File: config.mk
export PLATFORM = sky130hd
export DESIGN_NAME = instr_fetch_unit
export DESIGN_NICKNAME = d
export VERILOG_FILES = /design/src/rtl/instr_fetch_unit.sv
export SDC_FILE = /design/constraint.sdc
export NUM_CORES = 1
export LEC_CHECK = 0
export CAP_MARGIN = 30
export CORE_AREA = 5 5 98 54
export CTS_BUF_LIST = sky130_fd_sc_hd__clkbuf_16
export DETAILED_ROUTE_END_ITERATION = 16
export DIE_AREA = 0 0 103 59
export PLACE_DENSITY_LB_ADDON = 0.12
export SKIP_LAST_GASP = 1
export SLEW_MARGIN = 10
export SYNTH_ARGS = -nofsm -noshare
export SYNTH_HDL_FRONTEND = slang
export SYNTH_SLANG_ARGS = --single-unit
File: constraint.sdc
create_clock -name clk -period 3.7 [get_ports clk]
set_clock_uncertainty 0.2 [all_clocks]
set_input_delay 0.925 -clock clk [delete_from_list [all_inputs] [get_ports clk]]
set_output_delay 0.925 -clock clk [all_outputs]
set_load 0.03 [all_outputs]
File: src/rtl/instr_fetch_unit.sv
// BRISC fetch/pre-decode: assembles 3-byte instructions from byte-wide
// program memory (one byte per handshake), holds them for execute and
// produces the operand-B select code. Branch redirects abort any fetch.
module instr_fetch_unit #(
  parameter logic [7:0] RESET_PC    = 8'h00,
  parameter logic [3:0] LINK_OPC_HI = 4'hE
) (
  input  logic       clk,
  input  logic       rst_n,
  output logic       mem_req,
  output logic [7:0] mem_addr,
  input  logic       mem_ack,
  input  logic [7:0] mem_rdata,
  input  logic       redirect,
  input  logic [7:0] redirect_pc,
  output logic       instr_valid,
  input  logic       instr_ready,
  output logic [7:0] opcode,
  output logic [3:0] rd,
  output logic [3:0] rs,
  output logic [7:0] immediate,
  output logic [1:0] imm_ctl,
  output logic [7:0] instr_pc
);

  typedef enum logic [2:0] {
    S_START, S_F0, S_F1, S_F2, S_HOLD, S_DRAIN
  } state_t;

  state_t     r_state, w_state_nxt;
  logic [7:0] r_fetch_pc, w_pc_nxt;
  logic       w_take;
  logic       r_instr_valid;
  logic [7:0] r_opcode, r_imm, r_instr_pc;
  logic [3:0] r_rd, r_rs;
  logic [1:0] r_imm_ctl;

  // Operand-B select: link opcodes take PC+3, other high opcodes take the immediate.
  function automatic logic [1:0] f_imm_ctl(input logic [7:0] op);
    if (op[7:4] == LINK_OPC_HI) return 2'd2;
    else if (op[7])             return 2'd1;
    else                        return 2'd0;
  endfunction

  // Next-state / next fetch address; redirect overrides everything.
  always_comb begin
    w_state_nxt = r_state;
    w_pc_nxt    = r_fetch_pc;
    w_take      = 1'b0;
    if (redirect) begin
      w_pc_nxt = redirect_pc;
      case (r_state)
        // A request is in flight unless its ack lands this very cycle.
        S_F0, S_F1, S_F2: w_state_nxt = mem_ack ? S_F0 : S_DRAIN;
        // The abandoned request completing frees us to restart.
        S_DRAIN:          w_state_nxt = mem_ack ? S_F0 : S_DRAIN;
        default:          w_state_nxt = S_F0;
      endcase
    end else begin
      case (r_state)
        S_START: w_state_nxt = S_F0;
        S_F0, S_F1, S_F2: begin
          if (mem_ack) begin
            w_take      = 1'b1;
            w_pc_nxt    = r_fetch_pc + 8'd1;
            w_state_nxt = (r_state == S_F0) ? S_F1 :
                          (r_state == S_F1) ? S_F2 : S_HOLD;
          end
        end
        S_HOLD:  if (instr_ready) w_state_nxt = S_F0;
        S_DRAIN: if (mem_ack)     w_state_nxt = S_F0;
        default: w_state_nxt = S_START;
      endcase
    end
  end

  // State and fetch-address registers.
  always_ff @(posedge clk or negedge rst_n) begin
    if (!rst_n) begin
      r_state       <= S_START;
      r_fetch_pc    <= RESET_PC;
      r_instr_valid <= 1'b0;
    end else begin
      r_state       <= w_state_nxt;
      r_fetch_pc    <= w_pc_nxt;
      r_instr_valid <= (w_state_nxt == S_HOLD);
    end
  end

  // Instruction byte capture with registered pre-decode.
  always_ff @(posedge clk or negedge rst_n) begin
    if (!rst_n) begin
      r_opcode   <= '0;
      r_imm_ctl  <= '0;
      r_rd       <= '0;
      r_rs       <= '0;
      r_imm      <= '0;
      r_instr_pc <= '0;
    end else begin
      // Byte 0 address is whatever fetch_pc will be when F0 starts.
      if (w_state_nxt == S_F0) r_instr_pc <= w_pc_nxt;
      if (w_take) begin
        case (r_state)
          S_F0: begin
            r_opcode  <= mem_rdata;
            r_imm_ctl <= f_imm_ctl(mem_rdata);
          end
          S_F1:    {r_rd, r_rs} <= mem_rdata;
          S_F2:    r_imm <= mem_rdata;
          default: ;
        endcase
      end
    end
  end

  assign mem_req     = (r_state == S_F0) || (r_state == S_F1) || (r_state == S_F2);
  assign mem_addr    = r_fetch_pc;
  assign instr_valid = r_instr_valid;
  assign opcode      = r_opcode;
  assign rd          = r_rd;
  assign rs          = r_rs;
  assign immediate   = r_imm;
  assign imm_ctl     = r_imm_ctl;
  assign instr_pc    = r_instr_pc;

endmodule
==> key figures, run 1 <==
STA
  – Pins Over Slew Limit: 0
  – Endpoints failing hold: 0
  – Max frequency: 336 MHz
  – Relative slew slack: 0.569
  – Crit share post-route: 0.804
  – Setup TNS: 0 ps
  – Final worst slack: 727 ps
  – Final setup viols: 0
  – RSZ-0062 raised after global routing: false
  – Final Critical Period: 2970 ps
  – Worst-Margin Slew: 646 ps

CTS
  – Post-CTS Hold Buffers: 0
  – Clock root buffer master: clkbuf_16
  – CTS tree: yes
  – CTS Buffer Depth: 2
  – Reg clk slew, reported paths: roughly 60 ps
  – PostCTS Resize Cnt: 0
  – Clk_lat worst skew: 280 ps
  – Clock sink count: 46
  – H-tree depth: 2
  – Num CTS Buffers: 5
  – Setup Buffers After CTS: 0

Run status
  – Status: finished, final reports clean

Worst hold path
  – Type of the worst min-delay path: reg2reg
  – Hold EP: rd[3]$_DFFE_PN0P_
  – Worst hold path stage count: 2
  – HP Start: rd[3]$_DFFE_PN0P_

Placement
  – Worst slack at placement: 575 ps
  – PortBufs: 64
  – Detailed Place HPWL: approximately 3200 µm
  – GPL Wtd Cong: 0.789

Logic synthesis
  – Cell taking the most area after synthesis: dfrtp_1
  – Yosys cell types: 35
  – Mapped Avg Cell Area: about 13 µm²
  – Top cells by area, synth: dfrtp_1 55%, mux2_2 12%, mux2_4 5.8%
  – Register area share after synthesis: 0.554
  – Cell area after synthesis: a little over 2000 µm²
  – Post-Syn Nets: 181
  – #FFs+latches synth: 46
  – Post-synth top area share: 0.554
  – Cell count after synthesis: 159
  – Ys Warns: 0

Detailed routing
  – Pre-antenna DRT Iters: 4
  – Via count: 1449
  – WL final: approximately 4400 µm
  – DRC viols: 0
  – Iter 0 DRT Violations: 25
  – Post-route ant nets: 0
  – DR WL/cell: around 16 µm
  – Vias per inst: approximately 5.1

Critical path
  – Critical Path RT: 2570 ps
  – R2R cell count: 3
  – Worst Setup Start Kind: flip-flop
  – Arr. time, crit path: 1850 ps
  – CP cell instances: nor2_4, nor2_1, clkdlybuf4s50_1
  – CP max stage cell: clkdlybuf4s50_1
  – R2R Path End: opcode[3]$_DFFE_PN0P_
  – Largest stage delay, worst path: ~690 ps
  – Reg-to-Reg Start: r_state[2]$_DFF_PN0_
  – Crit path capture type: output port
  – Crit path kind: reg2out
  – R2R setup slack: about 1600 ps
  – Crit-path max FO: 11

Run
  – Max-Cap Viols: 0

Die
  – Die width: 103 µm
  – Io pins: 65
  – Die height: 59 µm
  – Core outline area: 4300 µm²
  – Die Footprint: 6080 µm²
  – Starting Density: 0.484
  – Site Rows: 17

Global routing
  – Vias in the first global route: 1514
  – Largest net degree at the start of global routing: 27
  – GR Overflow Total: 0
  – Initial antenna violation count: 0
  – Global-route wire length before repair: between 7000 and 8000 µm
  – Total GRT Usage: 0.155

Pwr
  – Worst vdd ir: 0.444 mV
  – P_leak: about 1.3 nW
  – Total power draw: 2.38 mW
  – Power per standard cell area: 806 nW/µm²

Layout
  – Final net count: 247
  – Share of cells above drive strength 1: 0.235
  – Area grow syn2layout: 41.9%
  – Fin util: 0.687
  – N_diodes: 0
[cell families after synthesis]
logic type / count (synthesis) / synth area share
fa+ha+maj: 1 / 0.00602
buf+inv: 10 / 0.0229
simple gates: 44 / 0.136
mux: 32 / 0.187
flops: 46 / 0.554
compound gates: 18 / 0.0614
xor+xnor: 8 / 0.0337
[sequential cells by signal, indices dropped and copies added, names as in the netlist]
signal	cells
rd	4
opcode	8
instr_pc	8
r_state	3
instr_valid	1
mem_addr	8
immediate	8
imm_ctl	2
rs	4
[cell usage in the layout, fill, tap and decap left out, drive strengths merged, types with 4 or more instances in the layout]
master | synthesis | final
dfrtp | 46 | 46
inv | 3 | 4
xnor2 | 7 | 7
nand2 | 16 | 16
nor2 | 8 | 8
clkdlybuf4s50 | 0 | 63
clkbuf | 1 | 5
mux2 | 30 | 30
o21ai | 13 | 13
[critical path: cells and delay by family, from the launching register on]
kind | cells | cell delay [ps]
buffers and inverters | 1 | 690
flip-flops | 1 | 600
AND/OR/NAND/NOR | 2 | 270
[how the worst max path moves through the flow]
stage,depth (start not counted),to,start,slack (ps)
floorplan,6,instr_pc[0]$_DFFE_PN0N_,mem_ack,1330
global placement,6,instr_pc[1]$_DFFE_PN0N_,mem_ack,660
detailed placement,6,instr_pc[3]$_DFFE_PN0N_,mem_ack,570
CTS,3,mem_req,r_state[1]$_DFF_PN0_,720
global route,3,mem_req,r_state[1]$_DFF_PN0_,660
finish,3,mem_req,r_state[1]$_DFF_PN0_,730
[layout make-up]
class,count,area (µm²)
sequential,46,1150
clock inverter,3,41.3
tap,57,71.3
inverter,3,11.3
clock buffer,5,125
multi-input combinational,103,881
fill,324,1350
timing repair buffer,66,671
[per-layer routing]
metal	routed length (µm)	share of wire	global-route usage	up-vias
met5	0	0	0	-
met4	13	0.0029	0.0221	0
met3	339	0.077	0.0599	2
met2	2220	0.50	0.267	37
met1	1850	0.42	0.191	719
li1	-	-	-	691
[power by group]
part	total (mW)	internal [mW]	leakage (nW)	switching, mW
sequential	0.799	0.681	0.572	0.118
clock	0.498	0.316	0.0812	0.182
combinational	1.08	0.510	0.601	0.573
[metrics by stage]
step | area, µm² | cells | hold WS, ps
floorplan | 2080 | 159 | 429
global placement | 2760 | 274 | 269
detailed placement | 2790 | 275 | 284
CTS | 2950 | 283 | 297
global route | 2950 | 283 | 321
finish | 2950 | 283 | 289
[cells in the mapped netlist (all sizes together)]
cell type  count
nand4b         1
nand3b         3
o21ai         13
ha             1
nand2b         2
clkbuf         1
mux2          30
xnor2          7
o311a          1
nor2           8
mux2i          2
nand3          3
o2111ai        1
dfrtp         46
a22oi          1
inv            3
o31ai          1
nor3b          1
nor4           3
buf            6
and4           1
nor3           1
a21oi          1
xor2           1
nand2         16
nor2b          2
nor4b          1
nand4          2
Power figures use the tool's default switching activity.
==> inputs of run 2 (changes only) <==
--- a/config.mk
+++ b/config.mk
@@ -6,10 +6,10 @@
 export NUM_CORES = 1
 export LEC_CHECK = 0
 export CAP_MARGIN = 30
-export CORE_AREA = 5 5 98 54
+export CORE_AREA = 5 5 102 56
 export CTS_BUF_LIST = sky130_fd_sc_hd__clkbuf_16
 export DETAILED_ROUTE_END_ITERATION = 16
-export DIE_AREA = 0 0 103 59
+export DIE_AREA = 0 0 107 61
 export PLACE_DENSITY_LB_ADDON = 0.12
 export SKIP_LAST_GASP = 1
 export SLEW_MARGIN = 10
==> constraint.sdc (replaced) <==
create_clock -name clk -period 2.85 [get_ports clk]
set_clock_uncertainty 0.2 [all_clocks]
set_input_delay 0.7125 -clock clk [delete_from_list [all_inputs] [get_ports clk]]
set_output_delay 0.7125 -clock clk [all_outputs]
set_load 0.03 [all_outputs]
==> run 2 against run 1 <==
- global-route usage up 1.1 points
- flip-flop and latch count unchanged
- sequential power up 30%
- register-to-register slack worse by 890 ps
- non-clock buffer count up 6
- wire length up 14%
- critical path depth unchanged
- combinational power up 33%
==> key figures, run 2 (synthesized netlist as in run 1, its figures left out) <==
Placement
  – GPL Wtd Cong: 0.814 (+3.2%)
  – PortBufs: 64 (unchanged)
  – Detailed Place HPWL: 3900 µm (+21%)
  – Dpl cell area: 2810 µm² (+1.0%)
  – Placed cells: 284 (+3.3%)

STA
  – Endpoints failing hold: 0 (unchanged)
  – Max frequency: about 370 MHz
  – Worst hold slack: 214 ps (-74.8 ps)
  – Final setup viols: 0 (unchanged)
  – RSZ-0062 raised after global routing: false
  – Crit share post-route: 0.950
  – Relative slew slack: 0.632 (+0.0631)
  – Final Critical Period: 2710 ps
  – Pins Over Slew Limit: 0 (unchanged)
  – Setup TNS: 0 ps (unchanged)
  – Worst-Margin Slew: 552 ps (-94.6 ps)

CTS
  – CTS Buffer Depth: 2 (unchanged)
  – CTS tree: yes
  – Num CTS Buffers: 5 (unchanged)
  – H-tree depth: 2 (unchanged)
  – Reg clk slew, reported paths: 70 ps (about the same)
  – Clock sink count: 46 (unchanged)
  – Clock root buffer master: clkbuf_16
  – Setup Buffers After CTS: 0 (unchanged)
  – Clk_lat worst skew: 280 ps (about the same)
  – Post-CTS Hold Buffers: 0 (unchanged)

Layout
  – Area grow syn2layout: 43.6%
  – Non-Filler Instances: 292 (+3.2%)
  – Post-route cell area: 2990 µm² (+1.1%)
  – Final net count: 253 (+2.4%)
  – Share of cells above drive strength 1: 0.263 (+0.0284)
  – N_diodes: 0 (unchanged)
  – Fin util: 0.631 (-0.0557)
  – Commonest non-fill, non-tap cell in the layout: clkdlybuf4s50_1
  – Commonest cells after routing, fill and taps aside: 63 x clkdlybuf4s50_1, 45 x dfrtp_1, 22 x mux2_2

Critical path
  – Crit path buf inv count: 1 (unchanged)
  – CP cell instances: nor2_4, nor2_1, clkdlybuf4s50_1
  – Crit path capture type: output port
  – Reg-to-Reg Start: r_state[2]$_DFF_PN0_
  – CP max stage cell: clkdlybuf4s50_1
  – Crit-path max FO: 9 (-2)
  – R2R cell count: 6 (+3)
  – Setup crit start: r_state[0]$_DFF_PN0_
  – R2R Path End: instr_pc[2]$_DFFE_PN0N_
  – Kind of cell adding the most delay to the critical path: buffers and inverters
  – Setup crit end: mem_req
  – Worst Setup Start Kind: flip-flop
  – Critical Path RT: 1940 ps (-630 ps)
  – Largest stage delay, worst path: 620 ps (-70 ps)
  – Arr. time, crit path: 1790 ps (-60 ps)
  – WP depth: 3 (unchanged)
  – R2R setup slack: 740 ps (-890 ps)
  – Crit path kind: reg2out

Detailed routing
  – DR WL/cell: 17.2 µm (+10%)
  – Post-route ant nets: 0 (unchanged)
  – DRC viols: 0 (unchanged)
  – Vias per inst: 5.07 (-1.1%)
  – Via count: 1479 (+2.1%)
  – Pre-antenna DRT Iters: 4 (unchanged)
  – WL final: 5030 µm (+14%)
  – Iter 0 DRT Violations: 37 (+48%)

Die
  – Die height: 61 µm (+3.4%)
  – Starting Density: 0.440 (-0.0443)
  – Die width: 107 µm (+3.9%)
  – Io pins: 65 (unchanged)
  – Core outline area: 4730 µm² (+10%)
  – Die Footprint: 6530 µm² (+7.4%)
  – Site Rows: 18 (+1)

Run
  – Max-Cap Viols: 0 (unchanged)

Global routing
  – Total GRT Usage: 0.166 (+0.0112)
  – Global-route wire length before repair: 8200 µm (+13%)
  – Initial antenna violation count: 0 (unchanged)
  – GR Overflow Total: 0 (unchanged)
  – Vias in the first global route: 1578 (+4.2%)
  – Largest net degree at the start of global routing: 26 (-3.7%)

Worst hold path
  – Type of the worst min-delay path: in2async

Pwr
  – P_leak: 1.27 nW (+1.1%)
  – Power per standard cell area: 1050 nW/µm² (+30%)
  – Worst vdd ir: 0.541 mV (+22%)

Run status
  – Status: finished, final reports clean
==> run 2: changes by cell type in the layout (fill, tap and decap cells not counted) <==
cell / before / now
buf_16: 1 / 0
buf_4: 1 / 8
clkinvlp_4: 1 / 2
dfrtp_1: 46 / 45
dfrtp_2: 0 / 1
inv_1: 4 / 3
==> run 2: layout make-up <==
class	instances	area, µm²
Tap cell	60	75.1
Inverter	3	11.3
Timing Repair Buffer	72	696
Clock buffer	5	125
Multi-Input combinational cell	103	881
Sequential cell	46	1150
Clock inverter	3	45.0
Fill cell	370	1740
==> run 2: repair_timing <==
item,4_1_cts,5_1_grt
setup endpoints to repair,0,1
resized for setup,0,1
hold endpoints to repair,0,0
==> run 2: power by group <==
part | leakage [nW] | internal [mW] | switching, mW
logic | 0.621 | 0.669 | 0.766
clock network | 0.0760 | 0.413 | 0.240
registers | 0.571 | 0.886 | 0.154
total | 1.27 | 1.97 | 1.16
==> run 2: worst min path at each step <==
stage	startpoint	end	slack (ps)	cells after the start
after floorplan	rst_n	imm_ctl[0]$_DFFE_PN0P_	220	0
after detailed placement	opcode[7]$_DFFE_PN0P_	opcode[7]$_DFFE_PN0P_	270	2
after CTS	rst_n	mem_addr[3]$_DFF_PN0_	230	1
after global routing	rst_n	mem_addr[3]$_DFF_PN0_	270	1
after global placement	imm_ctl[0]$_DFFE_PN0P_	imm_ctl[0]$_DFFE_PN0P_	260	2
final	rst_n	mem_addr[3]$_DFF_PN0_	210	1
==> run 2: routing by layer <==
| layer | GRT usage | part of all wire | up-vias |
|---|---|---|---|
| met4 | 0.0546 | 0.012 | 0 |
| met2 | 0.253 | 0.45 | 40 |
| met5 | 0 | 0 | - |
| li1 | - | - | 707 |
| met3 | 0.0489 | 0.055 | 7 |
| met1 | 0.232 | 0.48 | 725 |
==> run 2: metrics by stage <==
step | power [mW] | setup WS [ps]
3_3_place_gp | 2.47 | 114
3_5_place_dp | 2.49 | -2.77
6_report | 3.13 | 144
5_1_grt | 3.28 | 52.2
4_1_cts | 3.16 | 78.4
2_1_floorplan | 1.87 | 689
